===== src/rtl/led_ripple_bidir_pkg.sv =====
// Shared constants and types for the bidirectional LED ripple controller.
// Holds the reset pattern, direction and run-state encodings, and the rotate helper.
package led_ripple_bidir_pkg;

    localparam logic [7:0]  LED_RESET_PATTERN   = 8'b0000_0001;
    localparam logic        DIR_UP              = 1'b0;
    localparam logic        DIR_DOWN            = 1'b1;
    localparam int unsigned DEF_SHIFT_TIME      = 32'd50_000_000;
    localparam int unsigned DEF_DEBOUNCE_CYCLES = 32'd1_000_000;

    typedef enum logic {
        ST_RUN    = 1'b0,
        ST_PAUSED = 1'b1
    } run_state_e;

    // Circular one-position rotation; up moves led[i] to led[i+1].
    function automatic logic [7:0] rotate_led(input logic [7:0] led_v, input logic dir_v);
        logic [7:0] res;
        case (dir_v)
            DIR_UP:   res = {led_v[6:0], led_v[7]};
            DIR_DOWN: res = {led_v[0], led_v[7:1]};
            default:  res = LED_RESET_PATTERN;
        endcase
        return res;
    endfunction

endpackage


===== src/rtl/led_ripple_bidir_btn_debounce.sv =====
// Pushbutton conditioner: 2-FF synchronizer, stable-count debouncer and a
// single-cycle press pulse on each debounced 0 -> 1 transition.
module btn_debounce
    import led_ripple_bidir_pkg::*;
#(
    parameter int unsigned DEBOUNCE_CYCLES = DEF_DEBOUNCE_CYCLES
) (
    input  logic clk_i,
    input  logic rst_i,
    input  logic btn_raw_i,
    output logic press_o
);

    localparam int unsigned    SC_W    = $clog2(DEBOUNCE_CYCLES);
    localparam logic [SC_W-1:0] SC_LAST = SC_W'(DEBOUNCE_CYCLES - 1);

    logic            sync1_q;
    logic            sync2_q;
    logic            db_q;
    logic            db_d;
    logic [SC_W-1:0] sc_q;
    logic [SC_W-1:0] sc_d;
    logic            press_q;
    logic            press_d;

    // Two-stage synchronizer for the raw asynchronous button.
    always_ff @(posedge clk_i or posedge rst_i) begin
        if (rst_i) begin
            sync1_q <= 1'b0;
            sync2_q <= 1'b0;
        end else begin
            sync1_q <= btn_raw_i;
            sync2_q <= sync1_q;
        end
    end

    // Stable counter: the debounced state only flips after an unbroken run of
    // DEBOUNCE_CYCLES differing samples; the pulse fires on a press only.
    always_comb begin
        sc_d    = sc_q;
        db_d    = db_q;
        press_d = 1'b0;
        if (sync2_q == db_q) begin
            sc_d = {SC_W{1'b0}};
        end else if (sc_q == SC_LAST) begin
            db_d    = ~db_q;
            sc_d    = {SC_W{1'b0}};
            press_d = ~db_q;
        end else begin
            sc_d = sc_q + SC_W'(1);
        end
    end

    // Debouncer state registers.
    always_ff @(posedge clk_i or posedge rst_i) begin
        if (rst_i) begin
            sc_q    <= {SC_W{1'b0}};
            db_q    <= 1'b0;
            press_q <= 1'b0;
        end else begin
            sc_q    <= sc_d;
            db_q    <= db_d;
            press_q <= press_d;
        end
    end

    assign press_o = press_q;

endmodule


===== src/rtl/led_ripple_bidir.sv =====
// Eight-LED single-dot ripple with debounced direction-toggle and pause-toggle
// buttons; one shift every SHIFT_TIME+1 running cycles.
module led_ripple_bidir
    import led_ripple_bidir_pkg::*;
#(
    parameter int unsigned SHIFT_TIME      = DEF_SHIFT_TIME,
    parameter int unsigned DEBOUNCE_CYCLES = DEF_DEBOUNCE_CYCLES,
    parameter int unsigned CNT_W           = 32
) (
    input  logic       clk,
    input  logic       reset,
    input  logic       btn_dir,
    input  logic       btn_pause,
    output logic [7:0] led,
    output logic       dir,
    output logic       paused
);

    localparam logic [CNT_W-1:0] CNT_LAST = CNT_W'(SHIFT_TIME);

    run_state_e       state_q;
    run_state_e       state_d;
    logic [CNT_W-1:0] cnt_q;
    logic [CNT_W-1:0] cnt_d;
    logic [7:0]       led_q;
    logic [7:0]       led_d;
    logic             dir_q;
    logic             dir_d;
    logic             dir_press_s;
    logic             pause_press_s;
    logic             tick_s;

    btn_debounce #(
        .DEBOUNCE_CYCLES (DEBOUNCE_CYCLES)
    ) u_db_dir (
        .clk_i     (clk),
        .rst_i     (reset),
        .btn_raw_i (btn_dir),
        .press_o   (dir_press_s)
    );

    btn_debounce #(
        .DEBOUNCE_CYCLES (DEBOUNCE_CYCLES)
    ) u_db_pause (
        .clk_i     (clk),
        .rst_i     (reset),
        .btn_raw_i (btn_pause),
        .press_o   (pause_press_s)
    );

    assign tick_s = (cnt_q == CNT_LAST);

    // Run/pause FSM, tick counter and rotation. A pause landing on the tick
    // wins: the counter stays parked at its terminal value so the shift fires
    // on the first cycle after resume.
    always_comb begin
        state_d = state_q;
        cnt_d   = cnt_q;
        led_d   = led_q;
        dir_d   = dir_q;
        case (state_q)
            ST_RUN: begin
                if (pause_press_s) begin
                    state_d = ST_PAUSED;
                    if (tick_s) begin
                        cnt_d = cnt_q;
                    end else begin
                        cnt_d = cnt_q + CNT_W'(1);
                    end
                end else if (tick_s) begin
                    cnt_d = {CNT_W{1'b0}};
                    led_d = rotate_led(led_q, dir_q);
                end else begin
                    cnt_d = cnt_q + CNT_W'(1);
                end
            end
            ST_PAUSED: begin
                if (pause_press_s) begin
                    state_d = ST_RUN;
                end else begin
                    state_d = ST_PAUSED;
                end
            end
            default: begin
                state_d = ST_RUN;
                cnt_d   = {CNT_W{1'b0}};
                led_d   = LED_RESET_PATTERN;
            end
        endcase
        // The rotation above already used the old direction.
        if (dir_press_s) begin
            dir_d = ~dir_q;
        end else begin
            dir_d = dir_q;
        end
    end

    // State registers; outputs come straight from these.
    always_ff @(posedge clk or posedge reset) begin
        if (reset) begin
            state_q <= ST_RUN;
            cnt_q   <= {CNT_W{1'b0}};
            led_q   <= LED_RESET_PATTERN;
            dir_q   <= DIR_UP;
        end else begin
            state_q <= state_d;
            cnt_q   <= cnt_d;
            led_q   <= led_d;
            dir_q   <= dir_d;
        end
    end

    assign led    = led_q;
    assign dir    = dir_q;
    assign paused = (state_q == ST_PAUSED);

endmodule


===== config.mk =====
export PLATFORM = sky130hd
export DESIGN_NAME = led_ripple_bidir
export DESIGN_NICKNAME = d
export VERILOG_FILES = /design/src/rtl/led_ripple_bidir_pkg.sv /design/src/rtl/led_ripple_bidir_btn_debounce.sv /design/src/rtl/led_ripple_bidir.sv
export SDC_FILE = /design/constraint.sdc
export NUM_CORES = 1
export LEC_CHECK = 0
export BUFFER_PORTS_ARGS = -buffer_cell sky130_fd_sc_hd__buf_2
export CAP_MARGIN = 20
export CORE_ASPECT_RATIO = 1.25
export CORE_MARGIN = 4
export CORE_UTILIZATION = 45
export DETAILED_ROUTE_END_ITERATION = 6
export PLACE_DENSITY = 0.7
export SKIP_LAST_GASP = 1
export SLEW_MARGIN = 5
export SYNTH_ARGS = -nofsm -noshare
export SYNTH_HDL_FRONTEND = slang
export SYNTH_HIERARCHICAL = 1
export SYNTH_SLANG_ARGS = --single-unit

===== constraint.sdc =====
create_clock -name clk -period 3.4 [get_ports clk]
set_clock_uncertainty 0.15 [all_clocks]
set_input_delay 1.02 -clock clk [delete_from_list [all_inputs] [get_ports clk]]
set_output_delay 1.02 -clock clk [all_outputs]
set_load 0.005 [all_outputs]

# Word-level counts from Yosys, hierarchy flattened
# Cells that the tools add are included.
totals:
  wordCells: 49
  register_bits: 90
classes:
  reduce_logical: 4
  addsub: 3
  n_eq_ne: 6
  bitwise: 7
  muxes: 15
ops:
  columns: ["operator", "count"]
  rows:
  - ["$mux W32", 3]
  - ["$mux W20", 4]
  - ["$add A20 B1 Y20 const B", 2]
  - ["$eq A20 B20 Y1 const B", 2]
  - ["$add A32 B1 Y32 const B", 1]
  - ["$eq A32 B26 Y1 const B", 1]
  - ["$pmux W8 S2", 1]
  - ["$not A1 Y1", 7]
  - ["$mux W1", 6]
  - ["$reduce_and A2 Y1", 3]
  - ["$reduce_and A3 Y1", 1]
  - ["$eq A1 B1 Y1", 2]
  - ["$ne A2 B2 Y1 const B", 1]
  - ["$pmux W1 S2", 1]

# Logic depth before layout (Yosys ltp)
logic_depth:
  word_depth: 3
  depth_mapped: 9

# Cells and area by module
# The synthesis kept the hierarchy.
modules_own_cells:
  columns: ["mod", "n_inst", "cells_each", "seq_area_each_um2", "area_per_inst_um2"]
  rows:
  - ["led_ripple_bidir", 1, 253, 1052.3, 2398.6]
  - ["btn_debounce", 2, 108, 600.6, 1188.6]

# Worst setup path before layout
# OpenSTA, ideal clock, no wires.
synth_timing:
  path_kind: "reg2reg"
  start: "register cnt_q[0]"
  end: "register cnt_q[10]"
  path_stages_with_launch: 9
  path_buffers: 2
  setup_slack_ns: 1.298
  t_arrival_ns: 1.831
  period_less_slack_ns: 2.102
  path_cell_list: "dfrtp_1 > inv_1 > ha_1 > nor4b_1 > nand4_1 > o21a_1 > buf_2 > buf_1 > a22o_1"
synth_via:
  elab_chain_cells: 3
synth_rtl:
  columns: ["element", "line", "rtl"]
  rows:
  - ["from (decl)", "led_ripple_bidir.sv:23", "logic [CNT_W-1:0] cnt_q;"]
  - ["from (signal assigned)", "led_ripple_bidir.sv:102", "cnt_q <= {CNT_W{1'b0}};"]
  - ["from (signal assigned)", "led_ripple_bidir.sv:107", "cnt_q <= cnt_d;"]
  - ["$add A32 B1 Y32 or $eq A32 B26 Y1 (tied branches)", "led_ripple_bidir.sv:68, led_ripple_bidir.sv:74, led_ripple_bidir.sv:51", null]
  - ["$mux W32 (tied with other cells)", "led_ripple_bidir.sv:70", "end else if (tick_s) begin"]
  - ["$mux W32 or $reduce_and A2 Y1 (tied branches)", null, null]
# Parallel ways exist; a longest one is shown, timed or not. The select of a mux whose other input is x is not followed.
# A chain may end at the register's enable or synchronous reset.

# Final worst setup path
layout_timing:
  start: "register cnt_q[1]"
  end: "register cnt_q[28]"
# Same word-level chain as after synthesis.

==> flow_summary.toml <==
[status]
outcome = "completed"

[clocking]
cts_root_buf = "clkbuf_16"
cts_max_level = 3
ctsResizeCount = 0
path_clk_slew_ns = 0.06
clock_latency_ns = 0.34
clockBufferDepth = 2
cts_buffers = 9
clock-sinks = 90
cts_hold_buf = 0
post-cts-setup-buffer-count = 0
cts_tree = "built"

[setup_path]
arrival_ns = 2.56
path_delay_family = "compound AO/OA/AOI/OAI gates"
cp_num_buf_inv = 2
crit_start = "cnt_q[1]$_DFFE_PP0P_"
crit_chain = "inv_1 > ha_1 > nor4b_1 > nand4_1 > o21ai_1 > buf_4 > a31o_2 > a31oi_1"
crit_required_ns = 3.44
critical-path-slowest-cell = "o21ai_1"
crit_type = "reg2reg"
cp-end-kind = "flip-flop"
start_kind = "flip-flop"
crit_fanout = 8
slowest_delay_ns = 0.52
r2r-start = "cnt_q[1]$_DFFE_PP0P_"

[global_route]
grt_pass1_wl_um = 17010
grt_max_degree = 38
track_usage_pct = 17.08
antenna_found_initial = 0
grt_overflow_total = 0
grt_pass1_vias = 3643

[detailed_routing]
final_antenna_net_count = 0
maxUsedRoutingLayer = "met4"
wire_per_inst_um = 15.82
drt_iter0_drc = 280
drc = 0
wl_met1_um = 4337
finalWirelength_um = 9700
vias = 3681
wl_met2_um = 4723
dr.pass1.iters = 4
vias_per_cell = 6.005
wl_met3_um = 318

[place]
placed_area_um2 = 4961
dpl.hpwl_um = 6691
routabilityCongestion = 0.8911
port_buffers = 13

[yosys]
syn_area_per_cell_um2 = 10.18
synth.distinct_cells = 53
ys_warn_count = 6
ys_seq_elements = 90
synthFlopType = "dfrtp_1"
ys_seq_area_share_pct = 47.18
syn_nets = 478
syn_inst = 469
syn_area_um2 = 4776
synthArstFlopShare_pct = 100.0
synth-edff-count = 0

[floorplan]
die_w_um = 100.1
dieArea_um2 = 12340
die_y_um = 123.2
core_um2 = 10260
start_util_pct = 46.55
ios = 14
num_rows = 41

[timing]
fmax_ghz = 0.3961
hold_viol_final = 0
rsz0062_at_grt = "no"
setup_viol = 0
relSlewSlack_pct = 34.07
fin_crit_ns = 2.524
finalSetupTns_ns = 0
drv_slew = 0
tightest_slew_ns = 0.9855
period_share_pct = 74.25

[finish]
final_nets = 488
synthToLayoutAreaGrowth_pct = 9.929
design_area_um2 = 5250
layout_common_cells = "dfrtp_1 (89), nor2_1 (39), nand2_1 (36), a31oi_1 (26), a21oi_1 (22)"
final_common_cell = "dfrtp_1"
nFillCells = 955
antenna_cells = 0
drive_gt1_share_pct = 15.08

[run]
drv_cap = 0

[worst_hold_path]
worstHoldStart = "u_db_dir/sync1_q$_DFF_PP0_"
hold_path_class = "reg2reg"

[power]
powerDensity_nw_per_um2 = 400.4
intPower_mw = 1.660
ir_drop_v = 0.0002978
combPwrFrac_pct = 2.1
p_sw_share_pct = 21.02
p_clk_share_pct = 46.2
p_leak_nw = 2.226
switchingPower_uw = 441.9
p_seq_share_pct = 51.7
-- cells by family (layout without fill, tap and decap cells) --
kind of cell	count (synthesis)	in the layout	share of synthesized area, %
AOI/OAI and AO/OA	90	90	12.44
xor gates and xnor gates	34	34	6.235
adders and majority gates	5	5	1.310
buffers and inverters	34	49	3.091
DFF	90	90	47.18
muxes	20	20	4.821
and+or+nand+nor	196	196	24.91
-- state kept, by name, summed over array words and instances (netlist names) --
| signal | cells |
|---|---|
| u_db_dir/db_q | 1 |
| u_db_pause/db_q | 1 |
| u_db_pause/sync1_q | 1 |
| dir | 1 |
| u_db_dir/sc_q | 20 |
| u_db_pause/sc_q | 20 |
| led | 8 |
| u_db_dir/sync2_q | 1 |
| u_db_dir/press_o | 1 |
| u_db_dir/sync1_q | 1 |
| paused | 1 |
| u_db_pause/sync2_q | 1 |
| u_db_pause/press_o | 1 |
| cnt_q | 32 |
-- power by group through the flow --
stage / registers (mW) / logic, mW / clock network, mW
after floorplan: 1.10 / 0.0347 / 0
after global placement: 1.11 / 0.0456 / 0
after detailed placement: 1.11 / 0.0465 / 0
after CTS: 1.09 / 0.0471 / 0.999
after global routing: 1.09 / 0.0519 / 1.04
final: 1.09 / 0.0445 / 0.971
-- Yosys cell counts (all sizes together) (3+ instances only) --
master	number	share of area [%]
nor2	39	3.1
nand3	25	3.0
xnor2	16	2.9
o21ai	18	1.9
nand2	36	2.8
o31ai	6	0.94
a21o	4	0.63
and3	8	1.0
a41oi	4	0.73
inv	17	1.3
clkbuf	8	0.63
nor4	17	3.5
and4	9	1.7
or2	3	0.39
dfrtp	89	47
buf	9	1.1
xor2	18	3.3
or4	8	1.4
ha	5	1.3
nor4b	4	0.73
nor3	10	1.0
a21oi	22	2.3
nand4	16	2.6
a31oi	26	3.4
mux2	18	4.4
or3	10	1.6
-- per-stage QoR --
stage | worst slack, ns | hold slack [ns] | cells | total power, mW | utilization [%]
4_1_cts | 0.8934 | 0.2061 | 613 | 2.132 | 51.17
2_1_floorplan | 1.257 | 0.1812 | 469 | 1.139 | -
5_1_grt | 0.7092 | 0.2139 | 613 | 2.179 | 51.17
3_5_place_dp | 0.9142 | 0.1847 | 597 | 1.153 | 48.35
3_3_place_gp | 0.8719 | 0.1818 | 596 | 1.151 | 48.09
6_report | 0.8756 | 0.2011 | 613 | 2.102 | 51.17
-- layout make-up --
cell class	count	area [µm²]	share of cell area (%)
Clock inverter	4	52.55	1.001
Multi-Input combinational cell	345	2375	45.23
Tap cell	129	161.4	3.074
Timing Repair Buffer	16	107.6	2.050
Sequential cell	90	2253	42.92
Clock buffer	12	236.5	4.504
Inverter	17	63.81	1.215
-- per-layer routing --
layer	up-vias	GRT usage (%)
met5	-	0
met4	0	10.61
met3	21	2.088
met2	79	27.61
met1	1823	21.77
li1	1758	-
-- final timing paths --
check | to | slack (ns) | depth (start not counted)
max in group asynchronous | u_db_pause/sc_q[17]$_DFF_PP0_ | 1.80 | 2
worst max register to register | cnt_q[28]$_DFFE_PP0P_ | 0.88 | 8
worst min-delay path | u_db_dir/sync2_q$_DFF_PP0_ | 0.20 | 0
worst max-delay path | cnt_q[28]$_DFFE_PP0P_ | 0.88 | 8
min in group asynchronous | led[6]$_DFFE_PP0P_ | 0.47 | 2
worst min register to register | u_db_dir/sync2_q$_DFF_PP0_ | 0.20 | 0
(Power assumes the default switching activity.)
